[src/rtl/arp_rx_cache_pkg.sv]
// Shared constants, types and the ARP field check for the receive classifier.
package arp_rx_cache_pkg;

  localparam logic [15:0] ETHERTYPE_ARP = 16'h0806;
  localparam logic [15:0] ARP_HTYPE     = 16'h0001;
  localparam logic [15:0] ARP_PTYPE     = 16'h0800;
  localparam logic [7:0]  ARP_HLEN      = 8'h06;
  localparam logic [7:0]  ARP_PLEN      = 8'h04;
  localparam logic [15:0] ARP_OPER_REQ  = 16'h0001;
  localparam logic [15:0] ARP_OPER_REP  = 16'h0002;

  localparam logic [5:0]  HDR_LAST  = 6'd13;
  localparam logic [5:0]  ARP_FIRST = 6'd14;
  localparam logic [5:0]  ARP_LAST  = 6'd41;

  typedef enum logic [2:0] {
    ST_HDR    = 3'd0,
    ST_REPLAY = 3'd1,
    ST_PASS   = 3'd2,
    ST_ARP    = 3'd3,
    ST_DROP   = 3'd4
  } rx_state_t;

  typedef struct packed {
    logic        valid;
    logic [31:0] ip;
    logic [47:0] mac;
  } arp_entry_t;

  function automatic logic arp_fields_ok(
    input logic [15:0] htype,
    input logic [15:0] ptype,
    input logic [7:0]  hlen,
    input logic [7:0]  plen,
    input logic [15:0] oper,
    input logic [31:0] tpa,
    input logic [31:0] our_ip
  );
    return (htype == ARP_HTYPE) && (ptype == ARP_PTYPE) &&
           (hlen == ARP_HLEN) && (plen == ARP_PLEN) &&
           ((oper == ARP_OPER_REQ) || (oper == ARP_OPER_REP)) &&
           (tpa == our_ip);
  endfunction

endpackage

[src/rtl/arp_rx_cache_cache.sv]
// Fully-associative IP->MAC table with in-place update, round-robin eviction
// and a registered single-cycle lookup port.
module arp_rx_cache_cache
  import arp_rx_cache_pkg::*;
#(
  parameter int DEPTH = 8
) (
  input  logic        clk,
  input  logic        rst,
  input  logic        wr_en,
  input  logic [31:0] wr_ip,
  input  logic [47:0] wr_mac,
  input  logic        lookup_req,
  input  logic [31:0] lookup_ip,
  output logic        lookup_valid,
  output logic        lookup_hit,
  output logic [47:0] lookup_mac
);

  localparam int PW = $clog2(DEPTH);

  arp_entry_t       tbl_r [DEPTH];
  logic [PW-1:0]    ptr_r;
  logic             match_s;
  logic [PW-1:0]    match_idx_s;
  logic             hit_s;
  logic [47:0]      hit_mac_s;

  // Compare the write and lookup addresses against every live entry; IPs are unique so OR-merge is safe.
  always_comb begin
    match_s     = 1'b0;
    match_idx_s = '0;
    hit_s       = 1'b0;
    hit_mac_s   = 48'h0;
    for (int i = 0; i < DEPTH; i++) begin
      if (tbl_r[i].valid && (tbl_r[i].ip == wr_ip)) begin
        match_s     = 1'b1;
        match_idx_s = PW'(i);
      end else begin
        match_s     = match_s;
      end
      if (tbl_r[i].valid && (tbl_r[i].ip == lookup_ip)) begin
        hit_s     = 1'b1;
        hit_mac_s = hit_mac_s | tbl_r[i].mac;
      end else begin
        hit_s     = hit_s;
      end
    end
  end

  // Table update and lookup result register; lookups see the table before this cycle's write.
  always_ff @(posedge clk or posedge rst) begin
    if (rst) begin
      for (int i = 0; i < DEPTH; i++) begin
        tbl_r[i] <= '0;
      end
      ptr_r        <= '0;
      lookup_valid <= 1'b0;
      lookup_hit   <= 1'b0;
      lookup_mac   <= 48'h0;
    end else begin
      lookup_valid <= lookup_req;
      lookup_hit   <= lookup_req && hit_s;
      lookup_mac   <= (lookup_req && hit_s) ? hit_mac_s : 48'h0;
      if (wr_en) begin
        if (match_s) begin
          tbl_r[match_idx_s].mac <= wr_mac;
        end else begin
          tbl_r[ptr_r] <= {1'b1, wr_ip, wr_mac};
          ptr_r        <= ptr_r + PW'(1);
        end
      end
    end
  end

endmodule

[src/rtl/arp_rx_cache.sv]
// Receive classifier: parses ARP for local_ip into the cache and reply event,
// forwards every other frame byte-exact on the udp stream.
module arp_rx_cache
  import arp_rx_cache_pkg::*;
#(
  parameter logic [47:0] local_mac   = 48'h00_0a_35_01_02_03,
  parameter logic [31:0] local_ip    = 32'h10_00_00_80,
  parameter int          CACHE_DEPTH = 8
) (
  input  logic        clk,
  input  logic        rst,
  input  logic        rx_fifo_tvalid,
  output logic        rx_fifo_tready,
  input  logic [7:0]  rx_fifo_tdata,
  input  logic        rx_fifo_tlast,
  input  logic        rx_fifo_tuser,
  output logic        dv_out,
  output logic [47:0] remote_mac,
  output logic [31:0] remote_ip,
  output logic        udp_tvalid,
  input  logic        udp_tready,
  output logic [7:0]  udp_tdata,
  output logic        udp_tlast,
  output logic        udp_tuser,
  input  logic        lookup_req,
  input  logic [31:0] lookup_ip,
  output logic        lookup_valid,
  output logic        lookup_hit,
  output logic [47:0] lookup_mac
);

  rx_state_t   state_r, state_s;
  logic [5:0]  cnt_r;
  logic [7:0]  hdr_r [16];
  logic [15:0] htype_r, ptype_r, oper_r;
  logic [7:0]  hlen_r, plen_r;
  logic [47:0] sha_r;
  logic [31:0] spa_r;
  logic [23:0] tpa_r;
  logic        commit_r;
  logic        rx_ready_s, rx_acc_s, is_arp_s, fields_ok_s, arp_accept_s, cache_we_s;

  assign rx_fifo_tready = rx_ready_s && !rst;
  assign rx_acc_s       = rx_fifo_tvalid && rx_fifo_tready;
  assign is_arp_s       = ({hdr_r[12], rx_fifo_tdata} == ETHERTYPE_ARP);
  // The last TPA byte is still on the bus when byte 41 is checked.
  assign fields_ok_s    = arp_fields_ok(htype_r, ptype_r, hlen_r, plen_r, oper_r,
                                        {tpa_r, rx_fifo_tdata}, local_ip);
  assign arp_accept_s   = rx_acc_s && (state_r == ST_ARP) && rx_fifo_tlast && !rx_fifo_tuser &&
                          (((cnt_r == ARP_LAST) && fields_ok_s) || (cnt_r > ARP_LAST));
  assign cache_we_s     = commit_r && (spa_r != 32'h0);

  // Frame parser state register.
  always_ff @(posedge clk or posedge rst) begin
    if (rst) begin
      state_r <= ST_HDR;
    end else begin
      state_r <= state_s;
    end
  end

  // Next-state logic.
  always_comb begin
    state_s = state_r;
    case (state_r)
      ST_HDR: begin
        if (rx_acc_s && !rx_fifo_tlast && (cnt_r == HDR_LAST)) begin
          state_s = is_arp_s ? ST_ARP : ST_REPLAY;
        end else begin
          state_s = ST_HDR;
        end
      end
      ST_REPLAY: begin
        if (udp_tready && (cnt_r == HDR_LAST)) begin
          state_s = ST_PASS;
        end else begin
          state_s = ST_REPLAY;
        end
      end
      ST_PASS: begin
        if (rx_acc_s && rx_fifo_tlast) begin
          state_s = ST_HDR;
        end else begin
          state_s = ST_PASS;
        end
      end
      ST_ARP: begin
        if (rx_acc_s && rx_fifo_tlast) begin
          state_s = ST_HDR;
        end else if (rx_acc_s && (cnt_r == ARP_LAST) && !fields_ok_s) begin
          state_s = ST_DROP;
        end else begin
          state_s = ST_ARP;
        end
      end
      ST_DROP: begin
        if (rx_acc_s && rx_fifo_tlast) begin
          state_s = ST_HDR;
        end else begin
          state_s = ST_DROP;
        end
      end
      default: state_s = ST_HDR;
    endcase
  end

  // Stream outputs: header replay from the buffer, then cut-through.
  always_comb begin
    rx_ready_s = 1'b0;
    udp_tvalid = 1'b0;
    udp_tdata  = 8'h00;
    udp_tlast  = 1'b0;
    udp_tuser  = 1'b0;
    case (state_r)
      ST_HDR, ST_ARP, ST_DROP: rx_ready_s = 1'b1;
      ST_REPLAY: begin
        udp_tvalid = 1'b1;
        udp_tdata  = hdr_r[cnt_r[3:0]];
      end
      ST_PASS: begin
        rx_ready_s = udp_tready;
        udp_tvalid = rx_fifo_tvalid;
        udp_tdata  = rx_fifo_tdata;
        udp_tlast  = rx_fifo_tlast;
        udp_tuser  = rx_fifo_tlast && rx_fifo_tuser;
      end
      default: rx_ready_s = 1'b0;
    endcase
  end

  // Byte counter, header buffer and ARP field capture.
  always_ff @(posedge clk or posedge rst) begin
    if (rst) begin
      cnt_r <= 6'd0;
      for (int i = 0; i < 16; i++) begin
        hdr_r[i] <= 8'h00;
      end
      htype_r <= 16'h0;
      ptype_r <= 16'h0;
      oper_r  <= 16'h0;
      hlen_r  <= 8'h0;
      plen_r  <= 8'h0;
      sha_r   <= 48'h0;
      spa_r   <= 32'h0;
      tpa_r   <= 24'h0;
    end else begin
      case (state_r)
        ST_HDR: begin
          if (rx_acc_s) begin
            hdr_r[cnt_r[3:0]] <= rx_fifo_tdata;
            if (rx_fifo_tlast) begin
              cnt_r <= 6'd0;
            end else if (cnt_r == HDR_LAST) begin
              cnt_r <= is_arp_s ? ARP_FIRST : 6'd0;
            end else begin
              cnt_r <= cnt_r + 6'd1;
            end
          end
        end
        ST_REPLAY: begin
          if (udp_tready) begin
            cnt_r <= (cnt_r == HDR_LAST) ? 6'd0 : cnt_r + 6'd1;
          end
        end
        ST_ARP: begin
          if (rx_acc_s) begin
            if (rx_fifo_tlast) begin
              cnt_r <= 6'd0;
            end else if (cnt_r <= ARP_LAST) begin
              cnt_r <= cnt_r + 6'd1;
            end
            case (cnt_r)
              6'd14: htype_r[15:8] <= rx_fifo_tdata;
              6'd15: htype_r[7:0]  <= rx_fifo_tdata;
              6'd16: ptype_r[15:8] <= rx_fifo_tdata;
              6'd17: ptype_r[7:0]  <= rx_fifo_tdata;
              6'd18: hlen_r        <= rx_fifo_tdata;
              6'd19: plen_r        <= rx_fifo_tdata;
              6'd20: oper_r[15:8]  <= rx_fifo_tdata;
              6'd21: oper_r[7:0]   <= rx_fifo_tdata;
              6'd22, 6'd23, 6'd24, 6'd25, 6'd26, 6'd27: sha_r <= {sha_r[39:0], rx_fifo_tdata};
              6'd28, 6'd29, 6'd30, 6'd31: spa_r <= {spa_r[23:0], rx_fifo_tdata};
              6'd38, 6'd39, 6'd40: tpa_r <= {tpa_r[15:0], rx_fifo_tdata};
              default: tpa_r <= tpa_r;
            endcase
          end
        end
        ST_DROP: begin
          if (rx_acc_s && rx_fifo_tlast) begin
            cnt_r <= 6'd0;
          end
        end
        default: cnt_r <= 6'd0;
      endcase
    end
  end

  // Commit of an accepted ARP frame: reply event now, cache write strobe for one cycle.
  always_ff @(posedge clk or posedge rst) begin
    if (rst) begin
      commit_r   <= 1'b0;
      dv_out     <= 1'b0;
      remote_mac <= 48'h0;
      remote_ip  <= 32'h0;
    end else begin
      commit_r <= arp_accept_s;
      dv_out   <= arp_accept_s && (oper_r == ARP_OPER_REQ);
      if (arp_accept_s && (oper_r == ARP_OPER_REQ)) begin
        remote_mac <= sha_r;
        remote_ip  <= spa_r;
      end
    end
  end

  arp_rx_cache_cache #(.DEPTH(CACHE_DEPTH)) u_cache (
    .clk          (clk),
    .rst          (rst),
    .wr_en        (cache_we_s),
    .wr_ip        (spa_r),
    .wr_mac       (sha_r),
    .lookup_req   (lookup_req),
    .lookup_ip    (lookup_ip),
    .lookup_valid (lookup_valid),
    .lookup_hit   (lookup_hit),
    .lookup_mac   (lookup_mac)
  );

endmodule

[config.mk]
export PLATFORM = sky130hd
export DESIGN_NAME = arp_rx_cache
export DESIGN_NICKNAME = d
export VERILOG_FILES = /design/src/rtl/arp_rx_cache_pkg.sv /design/src/rtl/arp_rx_cache_cache.sv /design/src/rtl/arp_rx_cache.sv
export SDC_FILE = /design/constraint.sdc
export NUM_CORES = 2
export LEC_CHECK = 0
export CAP_MARGIN = 20
export CORE_ASPECT_RATIO = 0.6
export CORE_MARGIN = 5
export CORE_UTILIZATION = 40
export CTS_BUF_LIST = sky130_fd_sc_hd__clkbuf_4 sky130_fd_sc_hd__clkbuf_8
export CTS_CLUSTER_DIAMETER = 100
export DETAILED_ROUTE_END_ITERATION = 12
export HOLD_SLACK_MARGIN = 0.02
export PLACE_DENSITY_LB_ADDON = 0.2
export SYNTH_ARGS = -nofsm -noshare
export SYNTH_HDL_FRONTEND = slang
export SYNTH_SLANG_ARGS = --single-unit
[constraint.sdc]
create_clock -name clk -period 46.4 [get_ports clk]
set_clock_uncertainty 0.1 [all_clocks]
set_input_delay 11.6 -clock clk [delete_from_list [all_inputs] [get_ports clk]]
set_output_delay 11.6 -clock clk [all_outputs]
set_load 0.02 [all_outputs]
==> metrics.csv <==
stage;metric;value;unit
timing;max_freq;39.9;MHz
timing;worstMarginPinSlew;1.25;ns
routing;drt_iter0_markers;2767;
layout;layout-drive-gt1-share;0.370;
timing;fin_setup_tns;0;ns
grt;grt_max_degree;181;
timing;finalCritPeriodShare;0.540;
routing;via_count;31900;
setup_path;timing.critical_path.buf_inv;2;
placed_design;dpl.hpwl;92.1;mm
grt;first_global_vias;32500;
layout;area_growth_syn_to_layout;14.2;%
timing;setup_violations;0;
synthesis;netlist_area;0.0504;sq mm
power_and_ir_drop;cellLeakagePower;27.9;nW
floorplanning;rows;100;
synthesis;syn_inst;3708;
clock_network;cts_max_level;4;
setup_path;slowest_stage;clkdlybuf4s50_1;
routing;finalWirelength;155;mm
timing;max-slew-margin-rel;0.161;
clock_network;cts_sinks;1088;
synthesis;synth_most_common_cell;dfrtp_1;
timing;finalHoldViolations;0;
placed_design;port-buffer-count;189;
status;status;completed;
clock_network;clk_latency;0.89;ns
synthesis;synth.net_count;3761;
timing;min_period;25.07;ns
clock_network;cts_hold_buf;0;
floorplanning;ios;190;
grt;track_usage;0.230;
routing;ant_nets;0;
min_path;whs_endpoint;u_cache.tbl_r[96];
synthesis;avgSynthCellArea;13.6;sq um
synthesis;synth_edf_count;0;
floorplanning;start_util;0.405;
synthesis;seq_area_frac_synth;0.540;
setup_path;cpPeakStageDelay;0.67;ns
clock_network;cts_tree;yes;
setup_path;r2r-end;u_cache.tbl_r[567];
setup_path;critPathArrivalTime;13.37;ns
power_and_ir_drop;ir_drop;0.0269;mV
synthesis;synth-seq-cells;1088;
routing;dr.pass1.iters;7;
layout;final_cell_area;0.0576;sq mm
timing;slew_viol_final;0;
synthesis;synth_async_sr_flop_share;1.00;
clock_network;cts_buffers;168;
setup_path;critical_path_class;input pin to output pin;
grt;antenna_found_initial;3;
synthesis;synth_ff_type;dfrtp_1;
setup_path;cp_cell_sequence;clkdlybuf4s50_1, o21bai_1, a211oi_1, clkdlybuf4s50_1;
routing;viasPerCell;5.63;
synthesis;yosys_warnings;0;
setup_path;critPathLaunchType;input pin;
flow_run;maxCapViolations;0;
synthesis;ys_top_cells_by_count;dfrtp_1 (1088), mux2_2 (954), xnor2_1 (266);
placed_design;post_dp_cell_area;0.0540;sq mm
setup_path;r2r-start;spa_r[30];
synthesis;ys_top_cells_by_area;dfrtp_1 (54%), mux2_2 (21%), xnor2_1 (4.6%), xor2_1 (4.2%), mux4_2 (1.8%);
layout;layout.nets;3901;
min_path;min_path_type;flop to flop;
placed_design;place_congestion;0.834;
floorplanning;coreArea;0.125;sq mm
grt;grt_pass1_wl;229;mm
clock_network;ctsResizeCount;0;
setup_path;path_delay_family;buffers and inverters;
setup_path;endpoint_kind;output pin;
timing;rsz0062_at_grt;false;
setup_path;cp_max_fo;4;
routing;remaining_drc_errors;0;
power_and_ir_drop;pwr_density_cell;34.6;mW/mm^2
clock_network;path_clk_slew;0.06;ns
setup_path;rrSetupSlack;40.90;ns
setup_path;crit_required;34.70;ns
floorplanning;die_x;468;um
routing;routedWlPerCell;27.3;um
min_path;min_path_cells;1;
floorplanning;die-area;0.134;sq mm
clock_network;cts_setup_buffers;0;
setup_path;reg2regPathDepth;11;
clock_network;cts_buffer_depth;3;
synthesis;yosysTopAreaCellShare;0.540;
clock_network;clockRootBuffer;clkbuf_8;
setup_path;path_common_cell;clkdlybuf4s50_1;
grt;grt_overflow_total;0;
floorplanning;die_h;285;um
synthesis;synth_top_area_cell;dfrtp_1;
min_path;hp-start;u_cache.tbl_r[96];
synthesis;ys_types;69;
## flip-flops by register name, summed over array words and instances (netlist names)
name	flops
oper_r	16
commit_r	1
remote_mac	48
sha_r	48
cnt_r	6
plen_r	8
dv_out	1
state_r	3
u_cache.lookup_valid	1
u_cache.lookup_hit	1
u_cache.ptr_r	3
htype_r	16
hlen_r	8
hdr_r	128
ptype_r	16
u_cache.tbl_r	648
u_cache.lookup_mac	48
tpa_r	24
remote_ip	32
spa_r	32
## kinds of logic after synthesis
logic type | count (synthesis) | synth area share
flip-flops | 1088 | 0.540
multiplexers | 1052 | 0.245
XOR/XNOR | 509 | 0.0884
AND/OR/NAND/NOR | 399 | 0.0485
buffers and inverters | 343 | 0.0304
AO/OA/AOI/OAI | 311 | 0.0463
adder cells (fa/ha/maj) | 6 | 0.00149
## area by class of cell
class	instances	area, sq um
diodes	1	2.50
clock inverters	33	292
inverters	17	71.3
clock buffers	267	3320
repair buffers	296	2760
fillers	11400	67000
multi-input cells	2277	21900
well taps	1683	2110
flip-flops and latches	1088	27200
## worst max-delay path by stage
stage                          start              to  depth (start not counted)
global route        rx_fifo_tdata[4]    udp_tdata[4]                          5
detailed placement        udp_tready  rx_fifo_tready                          4
finish                    udp_tready  rx_fifo_tready                          4
floorplan                        rst        cnt_r[0]                          1
CTS                       udp_tready  rx_fifo_tready                          4
global placement    rx_fifo_tdata[2]    udp_tdata[2]                          5
## stage by stage
step	instances	util	setup WS (ns)	hold WS, ns	total power [mW]
detailed placement	5358	0.433	21.30	0.376	1.15
finish	5662	0.462	21.33	0.388	1.99
global route	5662	0.462	21.21	0.396	2.08
global placement	5357	0.433	21.28	0.368	1.15
CTS	5658	0.462	21.30	0.389	2.02
floorplan	3708	-	4.07	0.354	1.10
## placed cells by master (no fill, tap or decap), types with 15 or more instances in the layout
cell             Yosys  final
nor2_1              34     33
dfrtp_1           1088   1087
clkinv_2             0     15
xor2_1             243    243
nor3_1              18     18
nor4_1             109    101
clkbuf_8             0    210
nand4_1             79     79
mux4_2              40     40
xnor2_1            266    266
a22o_1              49     49
nand3_1             51     50
o21ai_0             17     17
clkdlybuf4s50_1      0    189
buf_4               17    102
mux2_2             954    954
a221oi_1            49     49
a22oi_1            105    105
mux2_4              20     20
inv_1               17     16
clkbuf_4             0     57
nand2_1             36     35
a31oi_1             50     50
mux2_1              38     38
## power by group
| part | internal, mW | leakage [nW] | switching [mW] |
|---|---|---|---|
| logic | 0.0623 | 10.8 | 0.0773 |
| registers | 0.973 | 15.1 | 0.0170 |
| clock network | 0.467 | 1.91 | 0.399 |
## metal layers
metal	vias up	wire [um]	global-route usage
li1	13700	-	-
met1	17100	76100	0.357
met2	939	65900	0.328
met3	178	9690	0.0456
met4	0	2900	0.0580
met5	-	0	0
(Power assumes the default switching activity.)
